[src/rtl/imm_encode.sv]
// Packs a signed immediate into the immediate fields of an RV32I instruction word.
// The result is checked for range and alignment, and a two-stage valid/ready pipeline returns it.
package definitions_pkg;
  typedef enum logic [2:0] {
    IMM_I_TYPE = 3'd0,
    IMM_STORE  = 3'd1,
    IMM_BRANCH = 3'd2,
    IMM_JAL    = 3'd3,
    IMM_U_TYPE = 3'd4
  } imm_e;
endpackage

module imm_encode #(
  parameter bit CHECK_ALIGN = 1'b1,
  parameter int ERR_CNT_W   = 8
) (
  input  logic                     clk,
  input  logic                     rst_n,
  input  logic                     in_valid,
  output logic                     in_ready,
  input  definitions_pkg::imm_e    imm_sel,
  input  logic [31:0]              base_inst,
  input  logic [31:0]              imm_value,
  output logic                     out_valid,
  input  logic                     out_ready,
  output logic [31:0]              out_inst,
  output logic                     out_range_err,
  output logic                     out_misalign,
  output logic [ERR_CNT_W-1:0]     err_count
);
  import definitions_pkg::*;

  // True when v is the sign extension of its low 'bits' bits.
  function automatic logic fits_signed(input logic signed [31:0] v, input int bits);
    logic signed [31:0] top;
    top = v >>> (bits - 1);
    return (top == 32'sd0) || (top == -32'sd1);
  endfunction

  function automatic logic [ERR_CNT_W-1:0] sat_inc(input logic [ERR_CNT_W-1:0] c);
    return (&c) ? c : c + 1'b1;
  endfunction

  logic signed [31:0] imm_s;
  logic [31:0]        mask;
  logic [31:0]        field;
  logic               rng_err;
  logic               mis_err;
  logic [31:0]        base_masked;
  logic [31:0]        field_masked;

  assign imm_s = imm_value;

  always_comb begin
    mask    = '0;
    field   = '0;
    rng_err = 1'b0;
    mis_err = 1'b0;
    case (imm_sel)
      IMM_I_TYPE: begin
        mask    = 32'hFFF0_0000;
        field   = {imm_value[11:0], 20'b0};
        rng_err = !fits_signed(imm_s, 12);
      end
      IMM_STORE: begin
        mask    = 32'hFE00_0F80;
        field   = {imm_value[11:5], 13'b0, imm_value[4:0], 7'b0};
        rng_err = !fits_signed(imm_s, 12);
      end
      IMM_BRANCH: begin
        mask    = 32'hFE00_0F80;
        field   = {imm_value[12], imm_value[10:5], 13'b0, imm_value[4:1], imm_value[11], 7'b0};
        rng_err = !fits_signed(imm_s, 13);
        mis_err = CHECK_ALIGN && imm_value[0];
      end
      IMM_JAL: begin
        mask    = 32'hFFFF_F000;
        field   = {imm_value[20], imm_value[10:1], imm_value[11], imm_value[19:12], 12'b0};
        rng_err = !fits_signed(imm_s, 21);
        mis_err = CHECK_ALIGN && imm_value[0];
      end
      IMM_U_TYPE: begin
        mask    = 32'hFFFF_F000;
        field   = {imm_value[31:12], 12'b0};
        mis_err = |imm_value[11:0];
      end
      default: rng_err = 1'b1;
    endcase
  end

  // A flagged request passes base_inst through untouched, so the field is zeroed here.
  assign base_masked  = (rng_err || mis_err) ? base_inst : (base_inst & ~mask);
  assign field_masked = (rng_err || mis_err) ? 32'h0 : field;

  logic        vld_p1;
  logic [31:0] base_p1;
  logic [31:0] field_p1;
  logic        rng_p1;
  logic        mis_p1;
  logic        s1_load;
  logic        s2_load;

  assign s2_load   = vld_p1 && (!out_valid || out_ready);
  assign in_ready  = !vld_p1 || s2_load;
  assign s1_load   = in_valid && in_ready;

  // ---- stage 1: checks, masked base, packed field ----
  always_ff @(posedge clk or negedge rst_n) begin
    if (!rst_n) begin
      vld_p1 <= 1'b0;
    end else if (s1_load) begin
      vld_p1 <= 1'b1;
    end else if (s2_load) begin
      vld_p1 <= 1'b0;
    end
  end

  always_ff @(posedge clk) begin
    if (s1_load) begin
      base_p1  <= base_masked;
      field_p1 <= field_masked;
      rng_p1   <= rng_err;
      mis_p1   <= mis_err;
    end
  end

  // ---- stage 2: merge, output registers, error counter ----
  always_ff @(posedge clk or negedge rst_n) begin
    if (!rst_n) begin
      out_valid     <= 1'b0;
      out_inst      <= '0;
      out_range_err <= 1'b0;
      out_misalign  <= 1'b0;
      err_count     <= '0;
    end else begin
      if (out_valid && out_ready && (out_range_err || out_misalign))
        err_count <= sat_inc(err_count);
      if (s2_load) begin
        out_valid     <= 1'b1;
        out_inst      <= base_p1 | field_p1;
        out_range_err <= rng_p1;
        out_misalign  <= mis_p1;
      end else if (out_ready) begin
        out_valid <= 1'b0;
      end
    end
  end

endmodule

[config.mk]
export PLATFORM = sky130hd
export DESIGN_NAME = imm_encode
export DESIGN_NICKNAME = d
export VERILOG_FILES = /design/src/rtl/imm_encode.sv
export SDC_FILE = /design/constraint.sdc
export NUM_CORES = 1
export LEC_CHECK = 0
export ABC_AREA = 0
export CORE_MARGIN = 2
export CORE_UTILIZATION = 44
export CTS_CLUSTER_SIZE = 20
export DETAILED_ROUTE_END_ITERATION = 10
export PLACE_DENSITY = 0.78
export SETUP_SLACK_MARGIN = 0.3
export SYNTH_ARGS = -nofsm -noshare
export SYNTH_HDL_FRONTEND = slang
export SYNTH_SLANG_ARGS = --single-unit
[constraint.sdc]
create_clock -name clk -period 2.3 [get_ports clk]
set_clock_uncertainty 0.05 [all_clocks]
set_input_delay 0.345 -clock clk [delete_from_list [all_inputs] [get_ports clk]]
set_output_delay 0.345 -clock clk [all_outputs]
set_load 0.02 [all_outputs]
* Word-level counts from Yosys, hierarchy flattened
Index checks and enable logic that the tools add are counted.
Storage, ports and cells: logic and storage cells 60, register bits after elaboration 110
Cells by class: bitwise gates (word level) 4, muxes and demuxes 9, equal/unequal tests 7, add/subtract/negate cells 1, reductions and logical operators 29
Operator list (number):
- one-hot mux 32 bit (5 select lines) | 1
- zero test 32 bit | 3
- one-hot mux 32 bit (3 select lines) | 1
- bitwise AND 32 bit | 1
- 2-to-1 mux 32 bit | 1
- NOT 32 bit | 1
- OR 32 bit | 1
- equality test 21 x 1 -> 1 bit, second input constant | 1
- equality test 20 x 1 -> 1 bit, second input constant | 1
- equality test 12 x 1 -> 1 bit, second input constant | 1
- OR reduction 12 bit | 1
- adder 8 x 1 -> 8 bit, second input constant | 1
- AND reduction 8 bit | 1
- OR reduction 2 bit | 4
- logical OR 1 bit | 7
- equality test 3 x 2 -> 1 bit, second input constant | 2
- zero test 1 bit | 5
- logical AND 1 bit | 4
- 2-to-1 mux 1 bit | 4
- one-hot mux 1 bit (4 select lines) | 1
- nonzero test 2 bit | 2
- equality test 3 x 1 -> 1 bit, second input constant | 1
- equality test 3 bit, second input constant | 1
- zero test 3 bit | 1
- 3 further kinds | 3

* Longest topological paths before layout
word-level depth 6, mapped depth 8, mapped depth without buffers 5

* Worst setup path after synthesis
Ideal clock, no wire load.
path kind flip-flop to flip-flop, from register out_valid, to register base_p1[0] (enable), buffers on the path 0, period minus slack after synthesis 2.663 ns, arrival 2.190 ns, stages on the path, launching flop included 3, data required time 1.827 ns, setup time 0.423 ns, slack -0.363 ns, path through dfrtp_1 > nand3b_1 > and2_1
Between the ends: longest elaborated chain between the ends 5
RTL lines:
- from (decl) | line 24 | output logic out_valid,
- from (signal assigned) | line 130 | out_valid <= 1'b0;
- from (signal assigned) | line 139 | out_valid <= 1'b1;
- from (signal assigned) | line 144 | out_valid <= 1'b0;
- zero test 1 bit | line 103 | assign s2_load = vld_p1 && (!out_valid || out_ready);
- logical OR 1 bit | line 103
- logical AND 1 bit | line 103
- logical OR 1 bit | line 104 | assign in_ready = !vld_p1 || s2_load;
- net in_ready | line 20 | output logic in_ready,
- logical AND 1 bit | line 105 | assign s1_load = in_valid && in_ready;
- net s1_load | line 100 | logic s1_load;
- to (signal assigned) | line 120 | base_p1 <= base_masked;
- to (decl) | line 96 | logic [31:0] base_p1;
The timed path passes the listed nets, and every way through them passes these cells. A chain may end at the register's enable or synchronous reset.

* Worst setup path in the final report
from input imm_sel[1], to register base_p1[13], data pin
Between the ends: longest elaborated chain between the ends 6, elaborated cells on any way between the ends 16
RTL lines:
- from (decl) | line 21 | input definitions_pkg::imm_e imm_sel,
- equality test 3 bit, or another cell as far along | line 59 | case (imm_sel)
- OR reduction 2 bit (no line)
- one-hot mux 32 bit (3 select lines) | line 59
- NOT 32 bit | line 92 | assign base_masked = (rng_err || mis_err) ? base_inst : (base_inst & ~mask);
- bitwise AND 32 bit | line 92
- 2-to-1 mux 32 bit * | line 92
- net base_masked[13] | line 49 | logic [31:0] base_masked;
Mark *: on every way through the listed nets, which the timed path passes. The rest lies on a longest branch.

==> flow_summary.json <==
{
  "setup_tns_ns": 0,
  "synth_cell_types": 49,
  "fin_crit_ns": 2.00,
  "max_stage_delay_ns": 0.56,
  "synth-compound-area-share": 0.102,
  "synth.largest_area_cell": "edfxtp_1",
  "wl_mm": 10.4,
  "n_antenna_cell": 0,
  "grt_pass1_vias": 3349,
  "worst_pin_slew_ns": 0.473,
  "cts_sinks": 103,
  "fin_area_um2": 6360,
  "start_kind": "input port",
  "placementRows": 36,
  "drtIter0Drc": 205,
  "root_buffer": "clkbuf_8",
  "setup_viol": 0,
  "dr.pass1.iters": 5,
  "seqCellArea_um2": 2870,
  "cp.arrival_ns": 2.07,
  "vdd_drop_max_mv": 0.367,
  "report.final.hold_viol_count": 0,
  "crit_type": "in -> reg",
  "num_io_pins": 115,
  "place_area_um2": 6040,
  "synth_fa_ha_area_frac": 0.00278,
  "synthTopCellsByArea": "edfxtp_1 39%, dfrtp_1 24%, nor2_1 5.1%",
  "slew_viol_final": 0,
  "wl_per_cell_um": 16.1,
  "fillers": 736,
  "r2r_cells": 6,
  "ant_nets": 0,
  "path_buf_inv": 2,
  "cp_max_fo": 7,
  "grt_first_pass_wirelength_mm": 16.6,
  "core_area_um2": 9860,
  "crit_family": "buffers and inverters",
  "critPathSlowestCell": "clkdlybuf4s50_1",
  "muxShareOfSynthArea": 0.0386,
  "avgSynthCellArea_um2": 12.6,
  "syn_area_um2": 4510,
  "synth_flop_cell": "edfxtp_1",
  "ys_warn_count": 0,
  "insertion_delay_ns": 0.35,
  "gp_congestion": 0.851,
  "cts_htree_levels": 3,
  "synthesis.nets": 430,
  "dp.final_hpwl_mm": 7.59,
  "dr_total_vias": 3288,
  "grt_usage": 0.190,
  "ys_seq_area_frac": 0.637,
  "start_util": 0.457,
  "fin_crit_sh": 0.868,
  "async_flop_share": 0.427,
  "grt_max_degree": 51,
  "yosys.cell_count.top_type": "nor2_1",
  "cts_tree": "built",
  "rsz0062_at_grt": "yes",
  "overflow": 0,
  "synth_edf_count": 59,
  "maxCapViolations": 0,
  "synth_common_cells": "61 x nor2_1, 59 x edfxtp_1, 44 x dfrtp_1",
  "ys_seq_elements": 103,
  "synthSimpleGateAreaFrac": 0.184,
  "numCtsBuffers": 9,
  "chipWidth_um": 105,
  "postCtsSetupRepairBufs": 0,
  "path_depth": 7,
  "clock_path_buffers": 2,
  "area_growth_syn_to_layout_pct": 41.2,
  "p_leak_uw": 0.00250,
  "via_per_inst": 5.11,
  "drive_gt1_frac": 0.204,
  "maxSlewHeadroom": 0.685,
  "drc": 0,
  "multi_input_area_um2": 1650,
  "synthCells": 358,
  "status": "finished, final reports clean",
  "critical_path_required_ns": 2.37,
  "endpoint_kind": "flop",
  "synthXorXnorAreaFrac": 0.0136,
  "fmax_ghz": 0.501,
  "die-area_um2": 11100,
  "die_y_um": 105,
  "synth_top_area_frac": 0.393,
  "nNetsFinal": 578,
  "hold_class": "in -> async",
  "power_density_nw_per_um2": 728,
  "final_util": 0.645,
  "port-buffer-count": 114,
  "synth_top_family_by_area": "simple AND/OR/NAND/NOR gates",
  "cts.clk_slew.worst_paths_ns": 0.10,
  "antenna_found_initial": 0,
  "path_cells": "clkdlybuf4s50_1, nor2b_4, and2_0, a21oi_1, a211oi_4, buf_6, and2b_1"
}
==> sequential cells by signal, summed over array words and instances (netlist names) <==
| signal | cells |
|---|---|
| out_misalign | 1 |
| field_p1 | 25 |
| out_inst | 32 |
| out_range_err | 1 |
| vld_p1 | 1 |
| base_p1 | 32 |
| rng_p1 | 1 |
| mis_p1 | 1 |
| out_valid | 1 |
| err_count | 8 |
==> final timing paths <==
path / startpoint / endpoint / slack, ns
setup reg to reg: err_count[2]$_DFFE_PN0P_ / err_count[7]$_DFFE_PN0P_ / 0.60
min in group clk: base_p1[4]$_DFFE_PP_ / out_inst[4]$_DFFE_PN0P_ / 0.43
hold reg to reg: base_p1[4]$_DFFE_PP_ / out_inst[4]$_DFFE_PN0P_ / 0.43
hold / removal: rst_n / out_inst[6]$_DFFE_PN0P_ / 0.41
max in group asynchronous: rst_n / out_inst[24]$_DFFE_PN0P_ / 1.19
setup / recovery: imm_sel[1] / base_p1[13]$_DFFE_PP_ / 0.30
==> cell usage in the layout (no fill, tap or decap), drive strengths merged, types with 4 or more instances in the layout <==
cell type and n:
and2b 6, and4 4, a21oi 37, a31oi 6, nor4 9, nor2 61
nand2b 4, mux2i 5, clkbuf 10, dlygate4sd2 23, clkdlybuf4s50 86, nor2b 10
xnor2 4, nor3 12, buf 41, edfxtp 59, mux2 11, nand2 5
and3 8, a21boi 17, and2 12, dfrtp 44
==> worst reg2reg max path, cell delays in order, from the launching register on <==
cell	delay, ns
dfrtp_1	0.43
and3_1	0.23
a41oi_1	0.27
buf_4	0.18
and3_1	0.20
nand3_1	0.10
xnor2_1	0.13
==> through the flow <==
| stage | setup slack [ns] | std cells | hold WS [ns] | total power [µW] |
|---|---|---|---|---|
| after floorplan | 0.349 | 358 | -0.000591 | 2890 |
| after global routing | 0.273 | 644 | 0.428 | 4840 |
| after global placement | -0.202 | 624 | 0.271 | 3480 |
| after CTS | 0.302 | 643 | 0.414 | 4660 |
| after detailed placement | -0.299 | 624 | 0.279 | 3520 |
| final | 0.304 | 644 | 0.411 | 4630 |
==> per-layer routing <==
layer  wire length [µm]  vias up  global-route usage
met4                255        0              0.0810
li1                   -     1587                   -
met1               4480     1560               0.248
met2               5090      123               0.312
met5                  0        -                   0
met3                525       18              0.0343
==> layout make-up <==
cell class / count / area share
sequential: 103 / 0.451
clock inverter: 6 / 0.0118
timing repair buffer: 155 / 0.231
clock buffer: 10 / 0.0201
tap: 133 / 0.0261
multi-input combinational: 237 / 0.259
==> power by group <==
part	switching [µW]	total [µW]	internal [µW]
logic	575	1160	585
registers	130	2330	2200
clock network	626	1150	521
total	1330	4630	3300
==> kinds of logic (layout without fill, tap and decap cells) <==
family / count (synthesis) / in the layout
buffers and inverters: 19 / 171
XOR/XNOR: 7 / 7
flip-flops: 103 / 103
multiplexers: 16 / 16
AND/OR/NAND/NOR: 142 / 142
adder cells (fa/ha/maj): 1 / 1
AO/OA/AOI/OAI: 70 / 71
==> repair_timing <==
item                                    4_1_cts  5_1_grt
hold buffers                                  1        0
pin swaps                                    16        7
hold endpoints to repair                     19        0
endpoints found under the setup margin       47       39
resized for setup                            35       17
gates cloned                                  2        1
No activity file was read; power rests on OpenSTA's default activity.
